==> config.mk <==
export PLATFORM = sky130hd
export DESIGN_NAME = ps2_key_rx
export DESIGN_NICKNAME = d
export VERILOG_FILES = /design/src/rtl/ps2_key_rx.sv
export SDC_FILE = /design/constraint.sdc
export NUM_CORES = 1
export LEC_CHECK = 0
export BUFFER_PORTS_ARGS = -buffer_cell sky130_fd_sc_hd__buf_2
export CORE_UTILIZATION = 25
export CTS_CLUSTER_SIZE = 25
export DETAILED_ROUTE_END_ITERATION = 10
export SKIP_LAST_GASP = 1
export SLEW_MARGIN = 40
export SYNTH_ARGS = -nofsm -noshare
export SYNTH_HDL_FRONTEND = slang
export SYNTH_SLANG_ARGS = --single-unit
==> constraint.sdc <==
create_clock -name clk_sys -period 1.95 [get_ports clk_sys]
set_input_delay 0.2925 -clock clk_sys [delete_from_list [all_inputs] [get_ports clk_sys]]
set_output_delay 0.2925 -clock clk_sys [all_outputs]
set_load 0.1 [all_outputs]
==> src/rtl/ps2_key_rx.sv <==
// PS/2 keyboard receiver: synchronizes and de-glitches the keyboard clock, deframes
// 11-bit frames and turns scan-code sequences (E0/F0 prefixes) into key events.
module ps2_key_rx #(
   parameter int FILT_LEN = 8,
   parameter int TIMEOUT  = 24000
) (
   input  logic        clk_sys,
   input  logic        reset_n,
   input  logic        ps2_clk,
   input  logic        ps2_data,
   output logic [10:0] ps2_key,
   output logic        frame_err,
   output logic        busy
);

   localparam int FW = $clog2(FILT_LEN) + 1;
   localparam int TW = $clog2(TIMEOUT + 1);
   localparam logic [FW-1:0] FILT_MAX = FW'(FILT_LEN);
   localparam logic [FW-1:0] FILT_ONE = FW'(1);
   localparam logic [TW-1:0] TO_MAX   = TW'(TIMEOUT);
   localparam logic [TW-1:0] TO_ONE   = TW'(1);

   typedef enum logic [1:0] {
      IDLE   = 2'd0,
      DATA   = 2'd1,
      PARITY = 2'd2,
      STOP   = 2'd3
   } state_t;

   // Frame is valid when data bits plus parity hold an odd number of ones.
   function automatic logic odd_ok(input logic [7:0] b, input logic p);
      odd_ok = ^{b, p};
   endfunction

   function automatic logic is_status(input logic [7:0] b);
      case (b)
         8'h00, 8'hAA, 8'hFA, 8'hFE, 8'hFF: is_status = 1'b1;
         default:                           is_status = 1'b0;
      endcase
   endfunction

   logic          clk_s1_q, clk_s2_q, dat_s1_q, dat_s2_q;
   logic          filt_q, filt_d;
   logic [FW-1:0] filt_cnt_q, filt_cnt_d;
   logic          strobe_s;
   state_t        state_q, state_d;
   logic [2:0]    bit_cnt_q, bit_cnt_d;
   logic [7:0]    shift_q, shift_d;
   logic          par_q, par_d;
   logic [TW-1:0] to_cnt_q, to_cnt_d;
   logic          ext_q, ext_d, rel_q, rel_d;
   logic [10:0]   key_q, key_d;
   logic          err_q, err_d;
   logic          busy_q, busy_d;

   // Glitch filter: the filtered clock follows only a sustained level change.
   always_comb begin
      filt_d     = filt_q;
      filt_cnt_d = filt_cnt_q;
      if (clk_s2_q != filt_q) begin
         if (filt_cnt_q == FILT_MAX - FILT_ONE) begin
            filt_d     = clk_s2_q;
            filt_cnt_d = '0;
         end else begin
            filt_cnt_d = filt_cnt_q + FILT_ONE;
         end
      end else begin
         filt_cnt_d = '0;
      end
   end

   assign strobe_s = filt_q & ~filt_d;

   // Frame FSM, prefix flags, event generation and timeout supervision.
   always_comb begin
      state_d   = state_q;
      bit_cnt_d = bit_cnt_q;
      shift_d   = shift_q;
      par_d     = par_q;
      to_cnt_d  = to_cnt_q;
      ext_d     = ext_q;
      rel_d     = rel_q;
      key_d     = key_q;
      err_d     = 1'b0;
      case (state_q)
         IDLE: begin
            to_cnt_d = '0;
            if (strobe_s) begin
               if (!dat_s2_q) begin
                  state_d   = DATA;
                  bit_cnt_d = 3'd0;
               end else begin
                  err_d = 1'b1;
               end
            end else begin
               state_d = IDLE;
            end
         end
         DATA: begin
            if (strobe_s) begin
               shift_d   = {dat_s2_q, shift_q[7:1]};
               bit_cnt_d = bit_cnt_q + 3'd1;
               if (bit_cnt_q == 3'd7) begin
                  state_d = PARITY;
               end else begin
                  state_d = DATA;
               end
            end else begin
               state_d = DATA;
            end
         end
         PARITY: begin
            if (strobe_s) begin
               par_d   = dat_s2_q;
               state_d = STOP;
            end else begin
               state_d = PARITY;
            end
         end
         STOP: begin
            if (strobe_s) begin
               state_d = IDLE;
               if (dat_s2_q && odd_ok(shift_q, par_q)) begin
                  if (shift_q == 8'hE0) begin
                     ext_d = 1'b1;
                  end else if (shift_q == 8'hF0) begin
                     rel_d = 1'b1;
                  end else if (is_status(shift_q)) begin
                     ext_d = 1'b0;
                     rel_d = 1'b0;
                  end else begin
                     key_d = {~key_q[10], ~rel_q, ext_q, shift_q};
                     ext_d = 1'b0;
                     rel_d = 1'b0;
                  end
               end else begin
                  err_d = 1'b1;
                  ext_d = 1'b0;
                  rel_d = 1'b0;
               end
            end else begin
               state_d = STOP;
            end
         end
         default: begin
            state_d = IDLE;
         end
      endcase

      // A strobe in the same cycle as expiry wins: it has already advanced the FSM.
      if (state_q != IDLE) begin
         if (strobe_s) begin
            to_cnt_d = '0;
         end else if (to_cnt_q + TO_ONE == TO_MAX) begin
            to_cnt_d = '0;
            state_d  = IDLE;
            ext_d    = 1'b0;
            rel_d    = 1'b0;
            err_d    = 1'b1;
         end else begin
            to_cnt_d = to_cnt_q + TO_ONE;
         end
      end else begin
         to_cnt_d = '0;
      end

      busy_d = (state_d != IDLE);
   end

   // State and output registers; synchronizers and filtered clock idle high.
   always_ff @(posedge clk_sys or negedge reset_n) begin
      if (!reset_n) begin
         clk_s1_q   <= 1'b1;
         clk_s2_q   <= 1'b1;
         dat_s1_q   <= 1'b1;
         dat_s2_q   <= 1'b1;
         filt_q     <= 1'b1;
         filt_cnt_q <= '0;
         state_q    <= IDLE;
         bit_cnt_q  <= 3'd0;
         shift_q    <= 8'h00;
         par_q      <= 1'b0;
         to_cnt_q   <= '0;
         ext_q      <= 1'b0;
         rel_q      <= 1'b0;
         key_q      <= 11'h000;
         err_q      <= 1'b0;
         busy_q     <= 1'b0;
      end else begin
         clk_s1_q   <= ps2_clk;
         clk_s2_q   <= clk_s1_q;
         dat_s1_q   <= ps2_data;
         dat_s2_q   <= dat_s1_q;
         filt_q     <= filt_d;
         filt_cnt_q <= filt_cnt_d;
         state_q    <= state_d;
         bit_cnt_q  <= bit_cnt_d;
         shift_q    <= shift_d;
         par_q      <= par_d;
         to_cnt_q   <= to_cnt_d;
         ext_q      <= ext_d;
         rel_q      <= rel_d;
         key_q      <= key_d;
         err_q      <= err_d;
         busy_q     <= busy_d;
      end
   end

   assign ps2_key   = key_q;
   assign frame_err = err_q;
   assign busy      = busy_q;

endmodule
== After elaboration in Yosys (flattened, before gate mapping) ==
Cells that the tools add are included.
Storage, ports and cells
  register bits after elaboration: 53
  input port bits: 4
  logic and storage cells: 105
Cells by class
  add/subtract/negate cells: 3
  equal/unequal tests: 16
  muxes and demuxes: 51
  bitwise gates (word level): 7
  reduce and logical (&&, ||, !) cells: 12
Operators with widths (number)
  equality test 8 bit, second input constant: 6
  2-to-1 mux 15 bit: 3
  2-to-1 mux 1 bit: 32
  2-to-1 mux 2 bit: 8
  adder 15 x 1 -> 15 bit, second input constant: 1
  equality test 15 bit, second input constant: 1
  2-to-1 mux 3 bit: 3
  XOR reduction 9 bit: 1
  logical NOT 8 bit: 1
  2-to-1 mux 4 bit: 2
  case mux 2 bit (4 select lines): 1
  inequality test 2 bit, second input constant: 3
  inverter 1 bit: 6
  case mux 3 bit (2 select lines): 1
  AND reduction 6 bit: 1
  nonzero test 2 bit: 3
  OR reduction 5 bit: 1
  adder 4 x 1 -> 4 bit, second input constant: 1
  equality test 2 bit, second input constant: 2
  equality test 4 x 3 -> 1 bit, second input constant: 1
  AND reduction 2 bit: 2
  AND reduction 4 bit: 1
  adder 3 x 1 -> 3 bit, second input constant: 1
  equality test 3 bit, second input constant: 1
  other kinds (6): 6

== Logic depth before layout (Yosys ltp) ==
  depth in word-level cells: 11
  gate-level depth with buffers: 8
  depth with buffers taken out: 7

== Least setup slack after synthesis ==
No wires, ideal clock.
  kind: register to register
  start: register filt_q
  end: register key_q[1], in the netlist ps2_key[1]
  arrival: 2.002 ns
  required time: 1.824 ns
  setup slack: -0.178 ns
  cell stages (with the launch flop): 7
  buffers on the path: 1
  clock period less this slack: 2.128 ns
  cell sequence: dfstp_2 > nor2b_1 > and2_0 > o311ai_1 > nor4b_4 > buf_6 > mux2_4
On the way
  cells in the longest elaborated chain, start to end: 5
  elaborated cells between the ends (all ways): 6
RTL lines
  from (decl): RTL line 43  | logic filt_q, filt_d;
  from (signal assigned): RTL line 194  | filt_q <= filt_d;
  2-to-1 mux 1 bit or inequality test 1 bit (tied branches): RTL line 61, 60
  2-to-1 mux 1 bit: RTL line 60  | if (clk_s2_q != filt_q) begin
  inverter 1 bit: RTL line 72  | assign strobe_s = filt_q & ~filt_d;
  AND 1 bit (*): RTL line 72
  AND reduction 6 bit (no source line) (*)
  to (signal assigned): RTL line 203  | key_q <= key_d;
  to (decl): RTL line 52  | logic [10:0] key_q, key_d;
Mark *: on every way between the ends. The rest lies on a longest branch, timed or not.
A chain may end at the register's enable or synchronous reset.

== Worst setup path in the final report ==
  start: register shift_q[4]
  end: register key_q[0], in the netlist ps2_key[0]
On the way
  cells in the longest elaborated chain, start to end: 10
  elaborated cells between the ends (all ways): 20
RTL lines
  from (decl): RTL line 48  | logic [7:0] shift_q, shift_d;
  from (signal assigned): RTL line 198  | shift_q <= shift_d;
  equality test 8 bit or logical NOT 8 bit (tied branches): RTL line 36  | case (b)
  OR reduction 5 bit: RTL line 36
  2-to-1 mux 1 bit: RTL line 36
  2-to-1 mux 1 bit: RTL line 126  | end else if (shift_q == 8'hF0) begin
  2-to-1 mux 1 bit: RTL line 124  | if (shift_q == 8'hE0) begin
  2-to-1 mux 1 bit: RTL line 123  | if (dat_s2_q && odd_ok(shift_q, par_q)) begin
  2-to-1 mux 1 bit: RTL line 121  | if (strobe_s) begin
  2-to-1 mux 1 bit: RTL line 85  | case (state_q)
  inverter 1 bit (no source line)
  AND reduction 6 bit (no source line) (*)
Mark *: on every way between the ends. The rest lies on a longest branch, timed or not. The select of a mux whose other input is x is not followed.

==> report_table.html <==
<table>
<tr><th>Metric</th><th>Value</th></tr>
<tr><th colspan="2">Outcome</th></tr>
<tr><td>Run status</td><td>complete, but fails checks</td></tr>
<tr><td>Violated checks</td><td>setup timing</td></tr>
<tr><th colspan="2">GRT</th></tr>
<tr><td>Vias in the first global route</td><td>~1.9k</td></tr>
<tr><td>Overall global routing resource usage</td><td>0.0977</td></tr>
<tr><td>Initial antenna violation count</td><td>0</td></tr>
<tr><td>Wire length of the first global-routing pass</td><td>roughly 8700 µm</td></tr>
<tr><td>Maximum number of pins on one net before global-route repair</td><td>49</td></tr>
<tr><td>Residual overflow from global routing</td><td>0</td></tr>
<tr><th colspan="2">Setup path</th></tr>
<tr><td>Worst stage delay on the critical path</td><td>between 0.4 and 0.5 ns</td></tr>
<tr><td>CP startpoint kind</td><td>flip-flop</td></tr>
<tr><td>FF-to-FF Start</td><td>shift_q[4]$_DFFE_PN0P_</td></tr>
<tr><td>Launch point of the worst path</td><td>shift_q[4]$_DFFE_PN0P_</td></tr>
<tr><td>Critical Setup Path Class</td><td>flip-flop to flip-flop</td></tr>
<tr><td>Critical path data required time</td><td>around 2.1 ns</td></tr>
<tr><td>Worst Path Arrival</td><td>between 2 and 2.5 ns</td></tr>
<tr><td>Most used cell along the critical path</td><td>sky130_fd_sc_hd__xnor2_2</td></tr>
<tr><td>Max Fanout on Critical Path</td><td>4</td></tr>
<tr><td>Worst-path cell chain</td><td>xnor2_2 -&gt; xnor3_2 -&gt; xnor2_2 -&gt; nor4b_4 -&gt; buf_4 -&gt; mux2_1</td></tr>
<tr><td>Highest-delay cell along the critical path</td><td>sky130_fd_sc_hd__xnor3_2</td></tr>
<tr><td>Count of cells along the worst register-to-register path</td><td>6</td></tr>
<tr><td>Critical Path Sink Type</td><td>flip-flop</td></tr>
<tr><th colspan="2">Route</th></tr>
<tr><td>Antenna-violating nets left</td><td>0</td></tr>
<tr><td>Final wirelength</td><td>5140 µm</td></tr>
<tr><td>Iteration-0 DRC count of the detailed router</td><td>between 60 and 70</td></tr>
<tr><td>Drt first pass iters</td><td>4</td></tr>
<tr><td>Via count</td><td>between 1.5k and 2k</td></tr>
<tr><td>Detail-routed via count per cell</td><td>about 4.4</td></tr>
<tr><td>DRC violations left</td><td>0</td></tr>
<tr><td>Mean routed wirelength per cell</td><td>approximately 12 µm</td></tr>
<tr><th colspan="2">Floorplan</th></tr>
<tr><td>Core region area</td><td>between 0.01 and 0.015 mm²</td></tr>
<tr><td>Die outline height</td><td>approximately 100 µm</td></tr>
<tr><td>Number of top-level pins</td><td>17</td></tr>
<tr><td>Starting density of the core</td><td>0.257</td></tr>
<tr><td>Die Area</td><td>roughly 0.011 mm²</td></tr>
<tr><td>Die width</td><td>approximately 100 µm</td></tr>
<tr><td>Row count</td><td>37</td></tr>
<tr><th colspan="2">Synthesis</th></tr>
<tr><td>Leading cell type by number of instances after synthesis</td><td>sky130_fd_sc_hd__dfrtp_1</td></tr>
<tr><td>Total standard cell area after synthesis</td><td>0.00264 mm²</td></tr>
<tr><td>Average size of a mapped cell</td><td>approximately 12 µm²</td></tr>
<tr><td>Top post-synthesis cells by count</td><td>48 x sky130_fd_sc_hd__dfrtp_1, 15 x sky130_fd_sc_hd__nor2_1, 13 x sky130_fd_sc_hd__xnor2_1, 12 x sky130_fd_sc_hd__nand2_1</td></tr>
<tr><td>Synthesized net count</td><td>approximately 240</td></tr>
<tr><td>Post-synth ARST share</td><td>1.00</td></tr>
<tr><td>Prevailing post-synth register cell</td><td>sky130_fd_sc_hd__dfrtp_1</td></tr>
<tr><td>Number of flops mapped to enable cells by yosys</td><td>0</td></tr>
<tr><td>Area fraction of the dominant cell type after synthesis</td><td>0.455</td></tr>
<tr><td>Count of state elements after synthesis</td><td>53</td></tr>
<tr><td>Cell types with the largest area share after synthesis</td><td>sky130_fd_sc_hd__dfrtp_1 46%, sky130_fd_sc_hd__dfstp_2 5.0%, sky130_fd_sc_hd__mux2_4 4.6%, sky130_fd_sc_hd__xnor2_1 4.3%, sky130_fd_sc_hd__mux2_2 3.8%</td></tr>
<tr><td>Area leader, netlist</td><td>sky130_fd_sc_hd__dfrtp_1</td></tr>
<tr><td>Syn. warnings</td><td>0</td></tr>
<tr><td>Count of mapped cells out of synthesis</td><td>around 230</td></tr>
<tr><td>Sequential fraction of the synthesis area</td><td>0.505</td></tr>
<tr><td>Number of distinct library cells after synthesis</td><td>48</td></tr>
<tr><th colspan="2">Finish</th></tr>
<tr><td>Post-layout util</td><td>0.319</td></tr>
<tr><td>Storage element area</td><td>about 0.0013 mm²</td></tr>
<tr><td>Filler cell count in the final layout</td><td>1,075</td></tr>
<tr><td>Signed area change from the synthesized netlist to the final layout</td><td>24.2%</td></tr>
<tr><td>Area of the multi-input gates</td><td>~0.0013 mm²</td></tr>
<tr><td>Fraction of final layout cells sized beyond drive strength 1</td><td>0.329</td></tr>
<tr><td>Total number of nets in the final design</td><td>approximately 290</td></tr>
<tr><td>Ant. Diodes</td><td>0</td></tr>
<tr><th colspan="2">Clock network</th></tr>
<tr><td>Clk_lat worst skew</td><td>0.30 ns</td></tr>
<tr><td>Root buf cell</td><td>sky130_fd_sc_hd__clkbuf_8</td></tr>
<tr><td>CTS max path bufs</td><td>2</td></tr>
<tr><td>Clock-pin slew on the worst setup and hold paths</td><td>0.09 ns</td></tr>
<tr><td>Clock tree from TritonCTS</td><td>built</td></tr>
<tr><td>Max H-tree Level</td><td>2</td></tr>
<tr><td>CTS buffer count</td><td>5</td></tr>
<tr><td>Sinks on the clock net</td><td>between 50 and 60</td></tr>
<tr><th colspan="2">Power and ir drop</th></tr>
<tr><td>Switching pwr</td><td>between 0.0004 and 0.0005 W</td></tr>
<tr><td>Clock power share</td><td>0.325</td></tr>
<tr><td>Ratio of total power to cell area</td><td>a little under 600 mW/mm²</td></tr>
<tr><td>Total power draw</td><td>between 0.0015 and 0.002 W</td></tr>
<tr><td>Portion of total power attributed to sequential cells</td><td>0.600</td></tr>
<tr><td>Switch share</td><td>0.226</td></tr>
<tr><td>Internal Dissipation</td><td>roughly 0.0015 W</td></tr>
<tr><td>Leakage</td><td>~1.5 nW</td></tr>
<tr><td>Maximum vdd ir drop</td><td>roughly 0.00028 V</td></tr>
<tr><td>Part of the total power dissipated in combinational logic</td><td>0.075</td></tr>
<tr><th colspan="2">Worst hold path</th></tr>
<tr><td>Worst hold path startpoint</td><td>ps2_clk</td></tr>
<tr><td>Type of the most critical hold path</td><td>primary input to flip-flop</td></tr>
<tr><td>Count of cells along the worst hold path</td><td>1</td></tr>
<tr><th colspan="2">STA</th></tr>
<tr><td>Final period demand of the worst path</td><td>between 2 and 2.5 ns</td></tr>
<tr><td>Final count of hold timing violations</td><td>0</td></tr>
<tr><td>Unrepaired setup endpoints after global routing</td><td>yes</td></tr>
<tr><td>Final worst setup slack</td><td>-0.203 ns</td></tr>
<tr><td>Worst clock skew on the final layout</td><td>~0.012 ns</td></tr>
<tr><td>Final max-slew violation count</td><td>0</td></tr>
<tr><td>Final-report setup violation count</td><td>11</td></tr>
<tr><td>Slew Limit Headroom</td><td>0.673</td></tr>
<tr><td>Transition time at the pin with the least slew margin</td><td>~0.49 ns</td></tr>
<tr><td>F_max</td><td>between 400 and 500 MHz</td></tr>
<tr><td>Final Cycle Share</td><td>1.10</td></tr>
<tr><th colspan="2">Placement</th></tr>
<tr><td>Port Buf Inserts</td><td>16</td></tr>
<tr><td>Routability congestion estimate</td><td>between 0.8 and 0.9</td></tr>
<tr><td>Half-perimeter wire length after detailed placement</td><td>between 3000 and 4000 µm</td></tr>
<tr><th colspan="2">Job</th></tr>
<tr><td>MaxCap Viol Count</td><td>0</td></tr>
</table>
logic make-up after synthesis:
kind of cell	synth area share
compound gates	0.0953
xor+xnor	0.0906
flops	0.505
fa+ha+maj	0.0379
buf+inv	0.0289
mux	0.0920
simple gates	0.150
timing repair:
action,4_1_cts,5_1_grt
buffers inserted,1,1
pin swaps,0,2
hold endpoints to repair,5,0
endpoints found under the setup margin,11,26
gates resized for setup,1,6
hold buffers,1,0
critical path: cells and delay by family, from the launching register on:
kind,cells,cell delay [ns]
AND/OR/NAND/NOR,1,0.32
XOR/XNOR,3,0.79
buffers and inverters,1,0.19
multiplexers,1,0.31
flip-flops,1,0.44
power groups by stage:
stage	logic (W)	clock network [W]	registers (W)
global route	0.000166	0.000703	0.00118
global placement	0.000143	0	0.00119
finish	0.000146	0.000634	0.00117
floorplan	0.0000745	0	0.00119
CTS	0.000150	0.000666	0.00117
detailed placement	0.000147	0	0.00119
cell usage in the layout (no fill, tap or decap), types with 4 or more instances in the layout:
master / n
sky130_fd_sc_hd__a211oi_1: 8
sky130_fd_sc_hd__a21oi_1: 10
sky130_fd_sc_hd__buf_12: 4
sky130_fd_sc_hd__buf_2: 16
sky130_fd_sc_hd__buf_4: 29
sky130_fd_sc_hd__clkbuf_8: 6
sky130_fd_sc_hd__dfrtp_1: 48
sky130_fd_sc_hd__dfstp_2: 5
sky130_fd_sc_hd__ha_1: 8
sky130_fd_sc_hd__inv_1: 5
sky130_fd_sc_hd__mux2_2: 9
sky130_fd_sc_hd__mux2_4: 8
sky130_fd_sc_hd__nand2_1: 12
sky130_fd_sc_hd__nand3_1: 9
sky130_fd_sc_hd__nor2_1: 15
sky130_fd_sc_hd__nor3_1: 8
sky130_fd_sc_hd__o21ai_0: 5
sky130_fd_sc_hd__xnor2_1: 12
sky130_fd_sc_hd__xor2_1: 8
flip-flops by register name, summed over array words and instances (netlist names):
| name | flops |
|---|---|
| to_cnt_q | 15 |
| ps2_key | 11 |
| shift_q | 8 |
| filt_cnt_q | 4 |
| bit_cnt_q | 3 |
| state_q | 2 |
| busy | 1 |
| clk_s1_q | 1 |
| clk_s2_q | 1 |
| dat_s1_q | 1 |
| dat_s2_q | 1 |
| ext_q | 1 |
| filt_q | 1 |
| frame_err | 1 |
| par_q | 1 |
| rel_q | 1 |
final timing paths:
kind                       slack, ns                      to
hold reg to reg                 0.36      dat_s2_q$_DFF_PN1_
min in group asynchronous       0.36   to_cnt_q[5]$_DFF_PN0_
setup reg to reg               -0.20  ps2_key[0]$_DFFE_PN0P_
setup / recovery               -0.20  ps2_key[0]$_DFFE_PN0P_
hold / removal                  0.09      clk_s1_q$_DFF_PN1_
max in group asynchronous       1.04      clk_s1_q$_DFF_PN1_
layout make-up:
cell class                 instances  area share
tap                              136      0.0519
sequential                        53       0.407
clock buffer                       8      0.0275
multi-input combinational        160       0.386
inverter                           5     0.00573
timing repair buffer              51       0.122
per-layer routing:
| layer | vias to the layer above | wire length, µm | share of wire | global-route usage |
|---|---|---|---|---|
| met4 | 0 | 53 | 0.010 | 0.0272 |
| met1 | 894 | 2470 | 0.48 | 0.125 |
| met2 | 16 | 2520 | 0.49 | 0.165 |
| met5 | - | 0 | 0 | 0 |
| li1 | 912 | - | - | - |
| met3 | 6 | 99 | 0.019 | 0.0212 |
through the flow:
stage / setup slack [ns] / hold WS [ns] / std cells / cell area, µm² / TNS [ns]
after floorplan: -0.0852 / -0.00309 / 226 / 2640 / -0.682
after global placement: -0.106 / 0.140 / 402 / 3130 / -0.867
after detailed placement: -0.180 / 0.139 / 402 / 3130 / -1.58
after CTS: -0.191 / 0.0699 / 412 / 3240 / -1.74
after global routing: -0.312 / 0.0630 / 413 / 3280 / -2.96
final: -0.203 / 0.0876 / 413 / 3280 / -1.88
(Power assumes the default switching activity.)
